===== src/rtl/robot_pkg.sv =====
// Shared definitions for the telemetry/alarm frame scheduler: source ids,
// frame constants, default payload lengths and FSM encodings.
package robot_pkg;

    // Source ids double as the id byte of a frame and as the pending bit index.
    localparam logic [1:0] SRC_ALARM = 2'd0;
    localparam logic [1:0] SRC_ECHO  = 2'd1;
    localparam logic [1:0] SRC_TELEM = 2'd2;

    localparam logic [7:0]  HDR_BYTE_DEF  = 8'hAA;
    localparam int unsigned LEN_ALARM_DEF = 3;
    localparam int unsigned LEN_ECHO_DEF  = 1;
    localparam int unsigned LEN_TELEM_DEF = 16;

    typedef enum logic [2:0] {
        ST_IDLE  = 3'd0,
        ST_ARB   = 3'd1,
        ST_FETCH = 3'd2,
        ST_SEND  = 3'd3,
        ST_WAIT  = 3'd4,
        ST_DONE  = 3'd5
    } state_t;

    // Which byte of the frame is currently on the wire.
    typedef enum logic [2:0] {
        PH_HDR  = 3'd0,
        PH_ID   = 3'd1,
        PH_LEN  = 3'd2,
        PH_PAY  = 3'd3,
        PH_CSUM = 3'd4
    } phase_t;

    function automatic logic [2:0] src_onehot(input logic [1:0] id);
        return 3'b001 << id;
    endfunction

endpackage


===== src/rtl/req_latch.sv =====
// Request latch and fixed-priority encoder (alarm > echo > telemetry).
// A request for the source currently being served is parked in rearm so the
// end-of-frame clear cannot swallow it; it re-arms pending when the frame ends.
module req_latch
    import robot_pkg::*;
(
    input  logic       clk,
    input  logic       rst_n,
    input  logic [2:0] req,
    input  logic [2:0] svc,
    input  logic [2:0] clr,
    output logic [2:0] pending,
    output logic       gnt_valid,
    output logic [1:0] gnt_id
);

    logic [2:0] rearm;

    // Set on request, clear on end/abort of the served frame; set wins over clear.
    always_ff @(posedge clk or negedge rst_n) begin
        if (!rst_n) begin
            pending <= 3'b000;
            rearm   <= 3'b000;
        end else begin
            pending <= (pending & ~clr) | req | (rearm & clr);
            rearm   <= (rearm | (req & svc)) & ~clr;
        end
    end

    // Fixed-priority pick of the next source to serve.
    always_comb begin
        gnt_valid = |pending;
        gnt_id    = SRC_ALARM;
        if (pending[0]) begin
            gnt_id = SRC_ALARM;
        end else if (pending[1]) begin
            gnt_id = SRC_ECHO;
        end else if (pending[2]) begin
            gnt_id = SRC_TELEM;
        end
    end

endmodule


===== src/rtl/tx_frame_sched.sv =====
// UART frame scheduler: arbitrates three request sources and emits frames
// HDR, id, len, payload[0..len-1], checksum one byte at a time.
// Handshake: tx_start is a one-cycle strobe with tx_data valid; tx_data then
// holds until the UART answers with a one-cycle tx_done, which is only
// honoured in WAIT. rd_data is a combinational function of rd_src/rd_idx.
module tx_frame_sched
    import robot_pkg::*;
#(
    parameter logic [7:0]  HDR_BYTE    = HDR_BYTE_DEF,
    parameter int unsigned LEN_ALARM   = LEN_ALARM_DEF,
    parameter int unsigned LEN_ECHO    = LEN_ECHO_DEF,
    parameter int unsigned LEN_TELEM   = LEN_TELEM_DEF,
    parameter int unsigned TIMEOUT_CYC = 2_500_000
) (
    input  logic        clk,
    input  logic        rst_n,
    input  logic [2:0]  req,
    output logic [1:0]  rd_src,
    output logic [3:0]  rd_idx,
    input  logic [7:0]  rd_data,
    output logic [7:0]  tx_data,
    output logic        tx_start,
    input  logic        tx_done,
    output logic        busy,
    output logic [2:0]  pending,
    output logic [15:0] frame_cnt,
    output logic        err,
    output state_t      state_dbg
);

    localparam int TW = $clog2(TIMEOUT_CYC + 1);

    state_t        state;
    phase_t        phase;
    logic [1:0]    gnt_id;
    logic [4:0]    gnt_len;
    logic [7:0]    csum;
    logic [TW-1:0] tmo_cnt;
    logic          tmo_hit;
    logic          enc_valid;
    logic [1:0]    enc_id;
    logic [2:0]    svc;
    logic [2:0]    clr;

    function automatic logic [4:0] len_of(input logic [1:0] id);
        case (id)
            SRC_ALARM: len_of = 5'(LEN_ALARM);
            SRC_ECHO:  len_of = 5'(LEN_ECHO);
            default:   len_of = 5'(LEN_TELEM);
        endcase
    endfunction

    assign state_dbg = state;
    assign tmo_hit   = (state == ST_WAIT) && !tx_done &&
                       (tmo_cnt == TW'(TIMEOUT_CYC - 1));

    req_latch u_req_latch (
        .clk       (clk),
        .rst_n     (rst_n),
        .req       (req),
        .svc       (svc),
        .clr       (clr),
        .pending   (pending),
        .gnt_valid (enc_valid),
        .gnt_id    (enc_id)
    );

    // Source in service (for re-request capture) and the end/abort clear strobe.
    always_comb begin
        svc = 3'b000;
        clr = 3'b000;
        case (state)
            ST_ARB:                              svc = src_onehot(enc_id);
            ST_FETCH, ST_SEND, ST_WAIT, ST_DONE: svc = src_onehot(gnt_id);
            default:                             svc = 3'b000;
        endcase
        if (state == ST_DONE || tmo_hit) begin
            clr = src_onehot(gnt_id);
        end
    end

    // Frame FSM with byte sequencing, checksum, timeout and frame counter.
    always_ff @(posedge clk or negedge rst_n) begin
        if (!rst_n) begin
            state     <= ST_IDLE;
            phase     <= PH_HDR;
            gnt_id    <= SRC_ALARM;
            gnt_len   <= 5'd0;
            csum      <= 8'd0;
            tmo_cnt   <= '0;
            tx_data   <= 8'd0;
            tx_start  <= 1'b0;
            busy      <= 1'b0;
            frame_cnt <= 16'd0;
            err       <= 1'b0;
            rd_src    <= 2'd0;
            rd_idx    <= 4'd0;
        end else begin
            case (state)
                ST_IDLE: begin
                    if (enc_valid) begin
                        state <= ST_ARB;
                        busy  <= 1'b1;
                    end
                end
                ST_ARB: begin
                    // Header needs no fetch, so it is loaded straight away.
                    gnt_id   <= enc_id;
                    gnt_len  <= len_of(enc_id);
                    rd_src   <= enc_id;
                    rd_idx   <= 4'd0;
                    csum     <= 8'd0;
                    phase    <= PH_HDR;
                    tx_data  <= HDR_BYTE;
                    tx_start <= 1'b1;
                    state    <= ST_SEND;
                end
                ST_FETCH: begin
                    tx_data  <= rd_data;
                    csum     <= csum + rd_data;
                    tx_start <= 1'b1;
                    state    <= ST_SEND;
                end
                ST_SEND: begin
                    tx_start <= 1'b0;
                    tmo_cnt  <= '0;
                    state    <= ST_WAIT;
                end
                ST_WAIT: begin
                    if (tx_done) begin
                        tmo_cnt <= '0;
                        case (phase)
                            PH_HDR: begin
                                phase    <= PH_ID;
                                tx_data  <= {6'd0, gnt_id};
                                csum     <= csum + {6'd0, gnt_id};
                                tx_start <= 1'b1;
                                state    <= ST_SEND;
                            end
                            PH_ID: begin
                                phase    <= PH_LEN;
                                tx_data  <= {3'd0, gnt_len};
                                csum     <= csum + {3'd0, gnt_len};
                                tx_start <= 1'b1;
                                state    <= ST_SEND;
                            end
                            PH_LEN: begin
                                phase  <= PH_PAY;
                                rd_idx <= 4'd0;
                                state  <= ST_FETCH;
                            end
                            PH_PAY: begin
                                if ({1'b0, rd_idx} == gnt_len - 5'd1) begin
                                    phase    <= PH_CSUM;
                                    tx_data  <= csum;
                                    tx_start <= 1'b1;
                                    state    <= ST_SEND;
                                end else begin
                                    rd_idx <= rd_idx + 4'd1;
                                    state  <= ST_FETCH;
                                end
                            end
                            PH_CSUM: state <= ST_DONE;
                            default: state <= ST_DONE;
                        endcase
                    end else if (tmo_hit) begin
                        // UART went silent: drop the frame, remember it in err.
                        state   <= ST_IDLE;
                        busy    <= 1'b0;
                        err     <= 1'b1;
                        tmo_cnt <= '0;
                    end else begin
                        tmo_cnt <= tmo_cnt + 1'b1;
                    end
                end
                ST_DONE: begin
                    frame_cnt <= frame_cnt + 16'd1;
                    busy      <= 1'b0;
                    state     <= ST_IDLE;
                end
                default: begin
                    state <= ST_IDLE;
                    busy  <= 1'b0;
                end
            endcase
        end
    end

endmodule


===== config.mk =====
export PLATFORM = sky130hd
export DESIGN_NAME = tx_frame_sched
export DESIGN_NICKNAME = d
export VERILOG_FILES = /design/src/rtl/robot_pkg.sv /design/src/rtl/req_latch.sv /design/src/rtl/tx_frame_sched.sv
export SDC_FILE = /design/constraint.sdc
export NUM_CORES = 1
export LEC_CHECK = 0
export CAP_MARGIN = 10
export CELL_PAD_IN_SITES_DETAIL_PLACEMENT = 2
export CELL_PAD_IN_SITES_GLOBAL_PLACEMENT = 2
export CORE_ASPECT_RATIO = 1.5
export CORE_MARGIN = 2
export CORE_UTILIZATION = 29
export CTS_BUF_LIST = sky130_fd_sc_hd__clkbuf_8
export DETAILED_ROUTE_END_ITERATION = 6
export PLACE_DENSITY = 0.76
export SLEW_MARGIN = 20
export SYNTH_ARGS = -nofsm -noshare
export SYNTH_HDL_FRONTEND = slang
export SYNTH_SLANG_ARGS = --single-unit

===== constraint.sdc =====
create_clock -name clk -period 3.73 [get_ports clk]
set_input_delay 0.9325 -clock clk [delete_from_list [all_inputs] [get_ports clk]]
set_output_delay 0.9325 -clock clk [all_outputs]
set_load 0.005 [all_outputs]

==> results.md, run 1 <==
- Setup crit end kind: flop
- Worst reg2reg endpoint: csum[7]
- Combined area of all synthesized cells: 4480 µm²
- Iteration-0 DRC count of the detailed router: 169
- Worst stage delay on the critical path: 0.65 ns
- Post-CTS Setup Repair Bufs: 0
- Proportion of synthesized flip-flops having asynchronous set or reset: 100%
- Adder and majority gate portion of the synthesized area: 3.52%
- CTS hold repair buffers: 0
- Cell count of the worst hold path: 1
- Max-Slew Margin vs Limit: 34.6%
- Compound-Gate Fraction of Synth Area: 19.3%
- Max-slew violation total from the final report: 0
- Shortest clock period the worst path allows after layout: 2.99 ns
- Type of the worst setup path: reg2reg
- Maximum resistive drop on vdd: 228 µV
- Number of top-level pins: 53
- Area of the placeable core: 15100 µm²
- Final weighted congestion in routability-driven placement: 0.801
- Crit path buf inv count: 0
- Max-capacitance violation count: 0
- Post-route fraction of the period consumed by the critical path: 80.2%
- Proportion of power drawn by the clock network: 23.6%
- Pin count of the biggest net entering global routing: 79
- Proportion of synthesized chip area in sequential cells: 43.6%
- Cells along the critical path: or3b_4 -> nand2_1 -> o21ai_0 -> ha_1 -> a21o_1 -> nand4_1 -> a221o_1 -> a311o_1 -> nand3_1
- Count of antenna diodes in the layout: 0
- Final hold violations: 0
- Number of synthesized flops with an enable pin: 0
- Portion of total power attributed to sequential cells: 35.6%
- Average routed wire per standard cell: 19.1 µm
- Post-cts repair resize count: 0
- Leakage power: 2.26 nW
- Power consumption: 3.18 mW
- Actual transition at the worst max-transition pin: 0.980 ns
- Biggest area consumer among synthesized cells: sky130_fd_sc_hd__dfrtp_1
- Unique masters post-synth: 73
- Share of final-layout standard cells stronger than drive strength 1: 8.29%
- Maximum clock path buffer count: 2
- Post-route clock skew: 0.0138 ns
- Detail Route Antenna Nets: 0
- Die X-Extent: 106 µm
- Overall via count from detail_route: 3875
- Hold Path Sink: frame_cnt[15]
- Depth of the CTS H-tree: 3
- Total length of routed wires: 14000 µm
- Reg2Reg Launch Point: state_dbg[2]
- Run status: finished, final reports clean
- Latest clock arrival within the worst-skew pair: 0.37 ns
- Die outline area: 16500 µm²
- Root Buffer Master: sky130_fd_sc_hd__clkbuf_8
- Startpoint of the tightest hold check path: frame_cnt[15]
- Synth Flop Type: sky130_fd_sc_hd__dfrtp_1
- Die Ht: 156 µm
- Final-report setup violation count: 0
- Startpoint type of the worst setup path: flop
- Number of antenna violations at the first check in global routing: 0
- Initial standard-cell utilization of the core: 29.6%
- Relative area change from synthesis to final layout: 20.9%
- YS warnings: 0
- Worst path arrival time: 3.30 ns
- Sw frac: 39.5%
- Logic depth of the worst register-to-register path: 9
- Residual DRC: 0
- Cell with the largest stage delay on the worst path: sky130_fd_sc_hd__dfrtp_1
- Kind of cell adding the most delay to the critical path: simple AND/OR/NAND/NOR gates
- Main combinational cell family by area after synthesis: simple AND/OR/NAND/NOR gates
- Max Clock Freq: 0.334 GHz
- Wire length of the first global-routing pass: 23700 µm
- Clock input transition at the sequential cells of the worst setup and hold paths: 0.10 ns
- Net switching power of the design: 1.26 mW
- Count of input and output buffers: 52
- GR Overflow Total: 0
- Area share of the largest cell type after synthesis: 43.6%
- Simple logic cell fraction of the synthesized area: 22.7%
- Synthesis-stage register bit count: 78
- Unrepaired setup endpoints after global routing: false
- Post-synthesis instance total: 476
- Worst hold margin: 0.479 ns
- Register-to-register setup slack: 0.74 ns
- Drt via density: 5.31
- DR pass1 iterations: 4
- XOR/XNOR share of the synthesized area: 4.89%
- Portion of total power attributed to combinational logic: 40.9%
- Nets: 552
- Via count of the first global-routing pass: 4402
- GRT Util Overall: 18.1%
- P per Cell Area: 587 nW/µm²
- Portion of netlist area occupied by mux cells: 1.84%
- Clock tree from TritonCTS: done
- Total number of clock tree sinks: 78
- Peak fanout along the critical path: 22
- Final-layout setup total negative slack: 0 ns
- Post-DP HPWL: 10200 µm
- Number of standard-cell rows in the floorplan: 55
- Inserted Clock Buffers: 9
- Post-Syn Nets: 502
- Largest cells by area after synthesis: sky130_fd_sc_hd__dfrtp_1 (44%), sky130_fd_sc_hd__nand2_1 (3.8%), sky130_fd_sc_hd__o21ai_0 (3.6%)
- Cell internal pwr: 1.92 mW
- Data required, critical path: 4.04 ns
- Synthesized area per cell: 9.42 µm²
- Hold Path Class: reg2reg
per-layer routing:
metal  share of wire, %  routed length, µm  track usage, %
met5                  0                  0               0
met4                1.4                200            4.82
met3                2.8                391            3.58
met2                 55               7670            34.3
met1                 41               5700            20.4
logic make-up after synthesis:
kind of cell	Yosys count
multiplexers	8
buffers and inverters	43
XOR/XNOR	25
flip-flops	78
AO/OA/AOI/OAI	123
AND/OR/NAND/NOR	187
adder cells (fa/ha/maj)	12
worst max-delay path by stage:
stage	startpoint	to	slack, ns	cells after the start
floorplan	state_dbg[0]	csum[6]	1.0	13
detailed placement	rd_data[1]	csum[7]	0.64	9
CTS	state_dbg[2]	csum[7]	0.74	9
finish	state_dbg[2]	csum[7]	0.74	9
global route	state_dbg[2]	csum[7]	0.56	9
global placement	rd_data[1]	csum[7]	0.72	9
synthesized netlist by cell type, types with 8 or more instances:
master and n:
sky130_fd_sc_hd__dfrtp_1 78, sky130_fd_sc_hd__nand2_1 45, sky130_fd_sc_hd__o21ai_0 32, sky130_fd_sc_hd__nor2_1 29, sky130_fd_sc_hd__nand3_1 28, sky130_fd_sc_hd__inv_1 27, sky130_fd_sc_hd__a21oi_1 24, sky130_fd_sc_hd__nor3_1 14
sky130_fd_sc_hd__xor2_1 13, sky130_fd_sc_hd__nand4_1 12, sky130_fd_sc_hd__xnor2_1 12, sky130_fd_sc_hd__ha_1 11, sky130_fd_sc_hd__a21o_1 10, sky130_fd_sc_hd__and3_1 9, sky130_fd_sc_hd__nand2b_1 8, sky130_fd_sc_hd__or3_1 8
worst register-to-register path: cells and delay by family, from the launching register on:
family | cells | cell delay (ns)
AND/OR/NAND/NOR | 4 | 1.00
AO/OA/AOI/OAI | 4 | 0.98
flip-flops | 1 | 0.65
adder cells (fa/ha/maj) | 1 | 0.31
placed cells by master, fill, tap and decap left out, types with 3 or more instances in the layout:
| cell type | netlist | final |
|---|---|---|
| sky130_fd_sc_hd__clkbuf_8 | 0 | 9 |
| sky130_fd_sc_hd__nor3_1 | 14 | 14 |
| sky130_fd_sc_hd__nand4_1 | 12 | 12 |
| sky130_fd_sc_hd__o21ai_0 | 32 | 32 |
| sky130_fd_sc_hd__o21a_1 | 7 | 7 |
| sky130_fd_sc_hd__a211o_1 | 5 | 5 |
| sky130_fd_sc_hd__nand2_1 | 45 | 45 |
| sky130_fd_sc_hd__and3_1 | 9 | 9 |
| sky130_fd_sc_hd__xnor2_1 | 12 | 12 |
| sky130_fd_sc_hd__inv_6 | 0 | 3 |
| sky130_fd_sc_hd__xor2_1 | 13 | 13 |
| sky130_fd_sc_hd__dfrtp_1 | 78 | 78 |
| sky130_fd_sc_hd__buf_4 | 0 | 3 |
| sky130_fd_sc_hd__nor2_1 | 29 | 29 |
| sky130_fd_sc_hd__nor4b_1 | 3 | 3 |
| sky130_fd_sc_hd__or3_1 | 8 | 8 |
| sky130_fd_sc_hd__mux2i_1 | 6 | 6 |
| sky130_fd_sc_hd__ha_1 | 11 | 11 |
| sky130_fd_sc_hd__a22o_1 | 3 | 3 |
| sky130_fd_sc_hd__a21oi_1 | 24 | 24 |
| sky130_fd_sc_hd__a21o_1 | 10 | 10 |
| sky130_fd_sc_hd__clkdlybuf4s50_1 | 0 | 51 |
| sky130_fd_sc_hd__nand2b_1 | 8 | 8 |
| sky130_fd_sc_hd__nor2b_1 | 6 | 6 |
| sky130_fd_sc_hd__inv_1 | 27 | 27 |
| sky130_fd_sc_hd__a211oi_1 | 4 | 4 |
| sky130_fd_sc_hd__and2_1 | 5 | 5 |
| sky130_fd_sc_hd__o21ai_2 | 4 | 4 |
| sky130_fd_sc_hd__o31ai_1 | 3 | 3 |
| sky130_fd_sc_hd__nand3_1 | 28 | 28 |
final cells by class:
type	count	area, µm²
Clock buffer	9	124
Clock inverter	7	103
Fill cell	1698	9720
Inverter	27	101
Multi-Input combinational cell	355	2340
Sequential cell	78	1950
Tap cell	199	249
Timing Repair Buffer	55	544
registers in the layout, summed over array words and instances (netlist names):
register             flops
gnt_id                   2
tx_start                 1
err                      1
tx_data                  8
busy                     1
gnt_len                  3
phase                    3
rd_idx                   4
csum                     8
state_dbg                3
u_req_latch.pending      3
u_req_latch.rearm        3
frame_cnt               16
tmo_cnt                 22
power groups by stage:
stage	Sequential (mW)	Clock, mW	Combinational (mW)
CTS	1.13	0.777	1.33
floorplan	1.13	0	0.836
global placement	1.13	0	1.26
finish	1.13	0.749	1.30
global route	1.16	0.812	1.45
detailed placement	1.15	0	1.32
per-stage QoR:
stage	setup WS, ns	cells	util [%]	cell area [µm²]
after global placement	0.717	714	34.3	5190
after CTS	0.744	730	35.8	5410
after global routing	0.563	730	35.8	5420
after detailed placement	0.641	714	34.3	5190
after floorplan	0.995	476	-	4480
final	0.740	730	35.8	5420
Note: power is estimated with default switching activity, not from simulation.
==> inputs of run 2 (changes only) <==
- PLACE_DENSITY: 0.76 -> 0.78
- clock period: 3.73 -> 2.7 ns (I/O delays scaled with it)
==> run 2 against run 1 <==
- global-route usage grew 1.1 points
- sequential share of layout area shrank 1.0 points
- setup slack lost 0.67 ns
- cell count grew 3.6%
- worst hold slack lost 0.28 ns
- first-iteration DRC count shrank 10%
- clock power grew 10%
- total power grew 38%
==> results.md, run 2 (same netlist as run 1, synthesis figures left out) <==
- P per Cell Area: 785 nW/µm² (+34%)
- GR Overflow Total: 0 (unchanged)
- Total number of clock tree sinks: 78 (unchanged)
- Worst stage delay on the critical path: 0.50 ns (-0.15 ns)
- Die outline area: 16500 µm² (unchanged)
- Post-route fraction of the period consumed by the critical path: 97.5% (+17 points)
- Unrepaired setup endpoints after global routing: false
- DR pass1 iterations: 4 (unchanged)
- Count of placed standard cells including taps: 740 (+3.6%)
- Total length of routed wires: 15100 µm (+8.1%)
- Number of flip-flops in the largest register: 22 (unchanged)
- Final weighted congestion in routability-driven placement: 0.830 (+3.6%)
- Post-route clock skew: 0.0160 ns (+0.00226 ns)
- Detail Route Antenna Nets: 0 (unchanged)
- Type of the worst setup path: reg2reg
- Post-route non-filler standard cell count: 756 (+3.6%)
- Post-DP HPWL: 11500 µm (+13%)
- Max-slew violation total from the final report: 0 (unchanged)
- Pin count of the biggest net entering global routing: 39 (-51%)
- Share of final-layout standard cells stronger than drive strength 1: 12.9% (+4.6 points)
- Clock input transition at the sequential cells of the worst setup and hold paths: 0.09 ns (about the same)
- Hold Path Class: in2async
- Area of the placeable core: 15100 µm² (unchanged)
- GRT Util Overall: 19.1% (+1.1 points)
- Top reg by flops: tmo_cnt
- Maximum resistive drop on vdd: 330 µV (+45%)
- Maximum clock path buffer count: 2 (unchanged)
- Post-CTS Setup Repair Bufs: 0 (unchanged)
- Finished layout cell area: 5590 µm² (+3.1%)
- Average routed wire per standard cell: 20.0 µm (+4.4%)
- Via count of the first global-routing pass: 4690 (+6.5%)
- Count of input and output buffers: 52 (unchanged)
- Overall via count from detail_route: 4022 (+3.8%)
- Max-capacitance violation count: 0 (unchanged)
- Root Buffer Master: sky130_fd_sc_hd__clkbuf_8
- Actual transition at the worst max-transition pin: 0.916 ns (-0.0648 ns)
- Max-Slew Margin vs Limit: 39.0% (+4.3 points)
- Multi-input logic area: 2350 µm² (+0.11%)
- Fill count: 1667 (-1.8%)
- Depth of the CTS H-tree: 3 (unchanged)
- Final-report setup violation count: 0 (unchanged)
- Cells along the critical path: inv_1 -> ha_1 -> or4_4 -> a211oi_4 -> buf_4 -> o221ai_1 -> o21ai_0 -> o21ai_0
- Leading cell types in the layout, fill and taps excluded: sky130_fd_sc_hd__dfrtp_1 (76), sky130_fd_sc_hd__clkdlybuf4s50_1 (51), sky130_fd_sc_hd__nand2_1 (45)
- Post-cts repair resize count: 0 (unchanged)
- Final-layout setup total negative slack: 0 ns (unchanged)
- Most common library cell in the layout ignoring fill and taps: sky130_fd_sc_hd__dfrtp_1
- Startpoint type of the worst setup path: flop
- Leading registers by flop count: tmo_cnt: 22 flops, frame_cnt: 16 flops
- Leakage power: 2.38 nW (+5.3%)
- Initial standard-cell utilization of the core: 29.6% (unchanged)
- Number of antenna violations at the first check in global routing: 0 (unchanged)
- Run status: finished, final reports clean
- Drt via density: 5.32 (+0.22%)
- Die Ht: 156 µm (unchanged)
- Peak fanout along the critical path: 4 (-82%)
- Instance area after placement: 5410 µm² (+4.3%)
- Residual DRC: 0 (unchanged)
- Kind of cell adding the most delay to the critical path: compound AO/OA/AOI/OAI gates
- Count of antenna diodes in the layout: 0 (unchanged)
- Most used cell, CP: sky130_fd_sc_hd__o21ai_0
- Final hold violations: 0 (unchanged)
- Nets: 578 (+4.7%)
- Number of standard-cell rows in the floorplan: 55 (unchanged)
- Cell with the largest stage delay on the worst path: sky130_fd_sc_hd__or4_4
- Iteration-0 DRC count of the detailed router: 152 (-10%)
- Worst hold margin: 0.203 ns (-0.277 ns)
- Clock tree from TritonCTS: done
- Data required, critical path: 2.90 ns (-1.14 ns)
- Relative area change from synthesis to final layout: 24.6%
- Worst Setup Slack, final: 0.0664 ns (-0.674 ns)
- Power consumption: 4.38 mW (+38%)
- Latest clock arrival within the worst-skew pair: 0.37 ns (about the same)
- Inserted Clock Buffers: 9 (unchanged)
- CTS hold repair buffers: 0 (unchanged)
- Wire length of the first global-routing pass: 24800 µm (+4.6%)
- Worst setup slack after placement: -0.0795 ns (-0.721 ns)
- Final design utilization: 36.9% (+1.1 points)
- Number of top-level pins: 53 (unchanged)
- Shortest clock period the worst path allows after layout: 2.63 ns (-0.356 ns)
- Worst path arrival time: 2.83 ns (-0.47 ns)
- Die X-Extent: 106 µm (unchanged)
- Register area: 1950 µm² (+0.13%)
- Max Clock Freq: 0.380 GHz (+14%)
- Setup crit end kind: flop
- Crit path buf inv count: 2 (+2)
run 2: path summary, 6_finish.rpt:
path,startpoint,endpoint,slack (ns),cells after the start
max,gnt_len[0],phase[1],0.07,8
min,rst_n,frame_cnt[15],0.20,1
max reg2reg,gnt_len[0],phase[1],0.07,8
min reg2reg,err,err,0.48,1
max in group asynchronous,rst_n,u_req_latch.pending[2],1.86,2
min in group clk,err,err,0.48,1
run 2: area by class of cell:
type | count | area share (%)
Clock inverter | 7 | 0.874
Timing Repair Buffer | 81 | 13.6
Sequential cell | 78 | 35.0
Multi-Input combinational cell | 355 | 42.0
Inverter | 27 | 1.81
Clock buffer | 9 | 2.22
Tap cell | 199 | 4.46
run 2: metal layers:
metal,routed length [µm],vias to the layer above,track usage (%)
met4,391,0,6.77
met1,5760,2052,20.4
li1,-,1872,-
met3,420,26,3.67
met5,0,-,0
met2,8510,72,37.0
run 2: where the power goes:
part / leakage, nW / internal (mW) / switching, mW
logic: 1.27 / 0.879 / 1.14
clock network: 0.0952 / 0.338 / 0.487
registers: 1.02 / 1.38 / 0.162
total: 2.38 / 2.59 / 1.79
==> inputs of run 3 (changes only) <==
- GPL_TIMING_DRIVEN: unset -> 0
==> run 3 against run 2 <==
- worst hold slack gained 0.040 ns
- critical endpoint is now csum[6]
- sequential share of layout area decreased by 0.37 points
- setup slack got worse by 0.015 ns
==> results.md, run 3 (same netlist as run 1, synthesis figures left out) <==
- Crit path buf inv count: 1 (-1)
- Clock input transition at the sequential cells of the worst setup and hold paths: 0.10 ns (about the same)
- Via count of the first global-routing pass: 4644 (-0.98%)
- Post-DP HPWL: 10800 µm (-5.9%)
- Portion of total power attributed to combinational logic: 45.1% (-1.0 points)
- Count of antenna diodes in the layout: 0 (unchanged)
- Worst stage delay on the critical path: 0.44 ns (-0.06 ns)
- GRT Util Overall: 19.0% (-0.18 points)
- Area of the placeable core: 15100 µm² (unchanged)
- Register-to-register setup slack: 0.05 ns (-0.02 ns)
- Setup crit end kind: flop
- Maximum resistive drop on vdd: 254 µV (-23%)
- Maximum clock path buffer count: 2 (unchanged)
- Number of flip-flops in the largest register: 22 (unchanged)
- Data required, critical path: 2.98 ns (+0.08 ns)
- Leakage power: 2.37 nW (-0.74%)
- Net switching power of the design: 1.85 mW (+3.5%)
- Sw frac: 40.3% (-0.49 points)
- Post-route fraction of the period consumed by the critical path: 98.1% (+0.57 points)
- Worst reg2reg endpoint: csum[6]
- Latest clock arrival within the worst-skew pair: 0.37 ns (about the same)
- Peak fanout along the critical path: 9 (+5)
- Power consumption: 4.59 mW (+4.7%)
- Leading cell types in the layout, fill and taps excluded: sky130_fd_sc_hd__dfrtp_1 (73), sky130_fd_sc_hd__clkdlybuf4s50_1 (51), sky130_fd_sc_hd__nand2_1 (44)
- Number of antenna violations at the first check in global routing: 0 (unchanged)
- Startpoint type of the worst setup path: flop
- Drt via density: 5.30 (-0.42%)
- Average routed wire per standard cell: 19.8 µm (-0.79%)
- Cell with the largest stage delay on the worst path: sky130_fd_sc_hd__nor3b_4
- Leading registers by flop count: tmo_cnt: 22 flops, frame_cnt: 16 flops
- Die X-Extent: 106 µm (unchanged)
- Depth of the CTS H-tree: 3 (unchanged)
- Root Buffer Master: sky130_fd_sc_hd__clkbuf_8
- Die Ht: 156 µm (unchanged)
- Initial standard-cell utilization of the core: 29.6% (unchanged)
- Relative area change from synthesis to final layout: 26.2%
- Post-route clock skew: 0.0128 ns (-0.00321 ns)
- Share of final-layout standard cells stronger than drive strength 1: 14.4% (+1.4 points)
- Final design utilization: 37.4% (+0.46 points)
- Iteration-0 DRC count of the detailed router: 111 (-27%)
- Worst path arrival time: 2.93 ns (+0.10 ns)
- Portion of total power attributed to sequential cells: 33.9% (-1.2 points)
- Final hold violations: 0 (unchanged)
- Nets: 578 (unchanged)
- Number of gates on the worst path with buffers counted: 10 (+2)
- Cell internal pwr: 2.74 mW (+5.6%)
- Top reg by flops: tmo_cnt
- Kind of cell adding the most delay to the critical path: compound AO/OA/AOI/OAI gates
- Detail Route Antenna Nets: 0 (unchanged)
- Max Clock Freq: 0.377 GHz (-0.58%)
- Max-capacitance violation count: 0 (unchanged)
- Inserted Clock Buffers: 9 (unchanged)
- Total length of routed wires: 15000 µm (-0.79%)
- Hold Path Class: in2async
- Final-report setup violation count: 0 (unchanged)
- Number of top-level pins: 53 (unchanged)
- Wire length of the first global-routing pass: 24500 µm (-1.3%)
- Worst setup slack after placement: -0.412 ns (-0.333 ns)
- Reg2Reg Launch Point: state_dbg[0]
- Logic depth of the worst register-to-register path: 10 (+2)
- Total number of clock tree sinks: 78 (unchanged)
- P per Cell Area: 812 nW/µm² (+3.4%)
- Actual transition at the worst max-transition pin: 0.875 ns (-0.0404 ns)
- Proportion of power drawn by the clock network: 21.1% (+2.3 points)
- Residual DRC: 0 (unchanged)
- Most used cell, CP: sky130_fd_sc_hd__o21a_1
- DR pass1 iterations: 4 (unchanged)
- Final weighted congestion in routability-driven placement: 0.791 (-4.7%)
- Shortest clock period the worst path allows after layout: 2.65 ns (+0.0155 ns)
- Clock tree from TritonCTS: done
- GR Overflow Total: 0 (unchanged)
- Worst Setup Slack, final: 0.0510 ns (-0.0155 ns)
- CTS hold repair buffers: 0 (unchanged)
- Overall via count from detail_route: 4005 (-0.42%)
- Die outline area: 16500 µm² (unchanged)
- Count of input and output buffers: 52 (unchanged)
- Max-Slew Margin vs Limit: 41.2% (+2.2 points)
- Max-slew violation total from the final report: 0 (unchanged)
- Cells along the critical path: buf_4 -> nor3b_4 -> and3_1 -> a21o_1 -> ha_1 -> o21a_1 -> o31a_1 -> o21a_1 -> o21a_1 -> o31ai_1
- Number of standard-cell rows in the floorplan: 55 (unchanged)
- Run status: finished, final reports clean
- Type of the worst setup path: reg2reg
- Pin count of the biggest net entering global routing: 50 (+28%)
- Most common library cell in the layout ignoring fill and taps: sky130_fd_sc_hd__dfrtp_1
==> run 3: cell types whose count changed in the layout (fill, tap and decap cells not counted), sizes merged <==
cell / previous run / this run
clkbuf: 9 / 15
buf: 30 / 25
clkinv: 4 / 1
bufinv: 0 / 1
inv: 30 / 31
==> run 3: worst max path at each step <==
stage	startpoint	end	slack, ns
finish	state_dbg[0]	csum[6]	0.05
global route	state_dbg[0]	csum[6]	-0.02
CTS	state_dbg[1]	csum[6]	-0.01
detailed placement	state_dbg[0]	csum[7]	-0.41
global placement	rst_n	state_dbg[0]	-2.35
floorplan	state_dbg[0]	csum[6]	0.01
==> run 3: timing repair <==
| item | CTS | global route |
|---|---|---|
| gates resized for setup | 22 | 4 |
| pin swaps | 8 | 7 |
| setup buffers | 11 | 4 |
| endpoints found under the setup margin | 5 | 3 |
==> run 3: stage by stage <==
step	TNS (ns)	hold WS (ns)	cells	cell area, µm²
2_1_floorplan	0	0.379	476	4490
3_3_place_gp	-160.41	0.459	727	5260
3_5_place_dp	-1.26	0.463	728	5280
4_1_cts	-0.0121	0.242	755	5660
5_1_grt	-0.0278	0.254	756	5660
6_report	0	0.243	756	5660
==> run 3: cell type report <==
cell class,count,area (µm²)
Buffer,13,71.3
Clock buffer,10,138
Clock inverter,6,68.8
Fill cell,1690,9480
Inverter,27,101
Multi-Input combinational cell,355,2410
Sequential cell,78,1960
Tap cell,199,249
Timing Repair Buffer,68,658
==> run 3: power groups by stage <==
stage / clock network, mW / logic [mW] / registers (mW)
finish: 0.966 / 2.07 / 1.55
global route: 1.05 / 2.27 / 1.59
CTS: 0.995 / 2.07 / 1.55
detailed placement: 0 / 1.90 / 1.60
global placement: 0 / 1.81 / 1.58
floorplan: 0 / 1.16 / 1.56
==> run 3: routing by layer <==
layer / GRT usage (%) / vias up / wire length (µm)
met5: 0 / - / 0
met4: 7.08 / 0 / 378
met3: 3.42 / 23 / 477
met2: 37.4 / 65 / 8520
met1: 19.6 / 2045 / 5590
li1: - / 1872 / -
==> run 3: worst reg2reg max path, cell delays in order (launching register included) <==
cell and delay [ns]:
sky130_fd_sc_hd__dfrtp_2 0.42, sky130_fd_sc_hd__buf_4 0.16, sky130_fd_sc_hd__nor3b_4 0.44, sky130_fd_sc_hd__and3_1 0.29, sky130_fd_sc_hd__a21o_1 0.10, sky130_fd_sc_hd__ha_1 0.27, sky130_fd_sc_hd__o21a_1 0.13, sky130_fd_sc_hd__o31a_1 0.13
sky130_fd_sc_hd__o21a_1 0.20, sky130_fd_sc_hd__o21a_1 0.20, sky130_fd_sc_hd__o31ai_1 0.23
==> patch (flow settings as in run 3) <==
Set the parameter `TIMEOUT_CYC` to 5_000_000 (it was 2_500_000).
--- a/src/rtl/tx_frame_sched.sv
+++ b/src/rtl/tx_frame_sched.sv
@@ -12,3 +12,3 @@
     parameter int unsigned LEN_TELEM   = LEN_TELEM_DEF,
-    parameter int unsigned TIMEOUT_CYC = 2_500_000
+    parameter int unsigned TIMEOUT_CYC = 5_000_000
 ) (
Function: no difference found for any inputs over 10 cycles, from zero or initial values and one cycle with rst_n low; that may be too few to reach the edited logic, so the function may still have changed.
==> patch against run 3 <==
Die area down 3.1%; count of clock-buffer cells in the layout down 1; cell area down 0.53%; via count down 3.9%; synthesized area down 3.2%; wire length down 2.5%; sequential cell count up 1; first-iteration DRC count up 30%; setup slack worse by 0.051 ns; largest cell class unchanged; largest power group unchanged; total power up 0.21%.
==> patch: results (changes against run 3) <==
Route
  • Post-detailed-route wirelength per cell: 19.5 µm (was 19.8 µm)
  • Avg Vias per Cell: 5.15 (was 5.30)
  • Starting DRT DRC Count: 144 (was 111)

Global route
  • Routing usage on met3: 2.16% (was 3.42%)
  • Via count of the first global-routing pass: 4465 (was 4644)
  • First-pass GRT wire length: 23900 µm (was 24500 µm)
  • GRT Total Usage: 18.8% (was 19.0%)
  • Pin count of the biggest net entering global routing: 56 (was 50)
  • Met2 layer usage reported by global route: 37.6% (was 37.4%)

Synthesis
  • Post-Synth XOR/XNOR Area: 7.07% (was 4.89%)
  • Multiplexer area fraction after synthesis: 2.37% (was 1.84%)
  • Ranking of synthesized cells by area: sky130_fd_sc_hd__dfrtp_1 (46%), sky130_fd_sc_hd__nand2_1 (4.8%), sky130_fd_sc_hd__o21ai_0 (4.8%), sky130_fd_sc_hd__xnor2_1 (3.6%), sky130_fd_sc_hd__xor2_1 (3.4%) (was sky130_fd_sc_hd__dfrtp_1 (44%), sky130_fd_sc_hd__nand2_1 (3.8%), sky130_fd_sc_hd__o21ai_0 (3.6%), sky130_fd_sc_hd__nand3_1 (3.1%), sky130_fd_sc_hd__ha_1 (3.1%))
  • Average footprint of a synthesized cell: 9.35 µm² (was 9.42 µm²)
  • Sequential fraction of the synthesis area: 45.6% (was 43.6%)

Floorplan
  • Tap cell instance count: 196 (was 199)

Cells and area
  • Buffering overhead: 14.0% (was 12.9%)
  • Clock buffers and inverters, area share: 4.03% (was 3.65%)
  • Share of final-layout standard cells stronger than drive strength 1: 14.9% (was 14.4%)
  • Fraction of area in registers: 35.2% (was 34.6%)
  • Number of signal-net buffers in the layout: 86 (was 81)
  • Count of flip-flops and latches: 79 (was 78)

Place
  • Hpwl dp: 10200 µm (was 10800 µm)
  • Final GP Congestion: 0.824 (was 0.791)

Setup path
  • Worst reg2reg endpoint: csum[7] (was csum[6])
  • Critical Path Max Stage Delay: 0.47 ns (was 0.44 ns)
  • Critical path data arrival time: 2.97 ns (was 2.93 ns)
  • Category of cells accounting for the largest share of critical-path delay: simple AND/OR/NAND/NOR gates (was compound AO/OA/AOI/OAI gates)
  • Crit Path Max Fanout: 8 (was 9)

Outcome
  • Run status: complete, no violations (unchanged)

CTS
  • Post-CTS setup repair buffer count: 17 (was 11)
  • Post-cts repair resize count: 11 (was 22)

Power
  • Worst supply voltage drop on vdd: 0.300 mV (was 0.254 mV)
-- patch: metal layers --
| metal | part of all wire [%] | up-vias |
|---|---|---|
| met5 | 0 | - |
| met4 | 2.3 | 0 |
| met3 | 1.8 | 22 |
| met2 | 58 | 55 |
| met1 | 38 | 1971 |
| li1 | - | 1800 |
-- patch: how the worst min path moves through the flow --
stage,from,endpoint,slack [ns],cells after the start
2_1_floorplan,rst_n,busy,0.38,0
3_3_place_gp,frame_cnt[15],frame_cnt[15],0.46,1
3_5_place_dp,frame_cnt[15],frame_cnt[15],0.47,1
4_1_cts,rst_n,csum[3],0.21,1
5_1_grt,rst_n,csum[3],0.21,1
6_report,rst_n,csum[3],0.21,1
-- patch: report_power, final --
part           leakage (nW)  switching (mW)  internal, mW
logic                  1.25            1.09         0.861
registers              1.03           0.216          1.38
clock network         0.116           0.514         0.534
total                  2.40            1.82          2.78
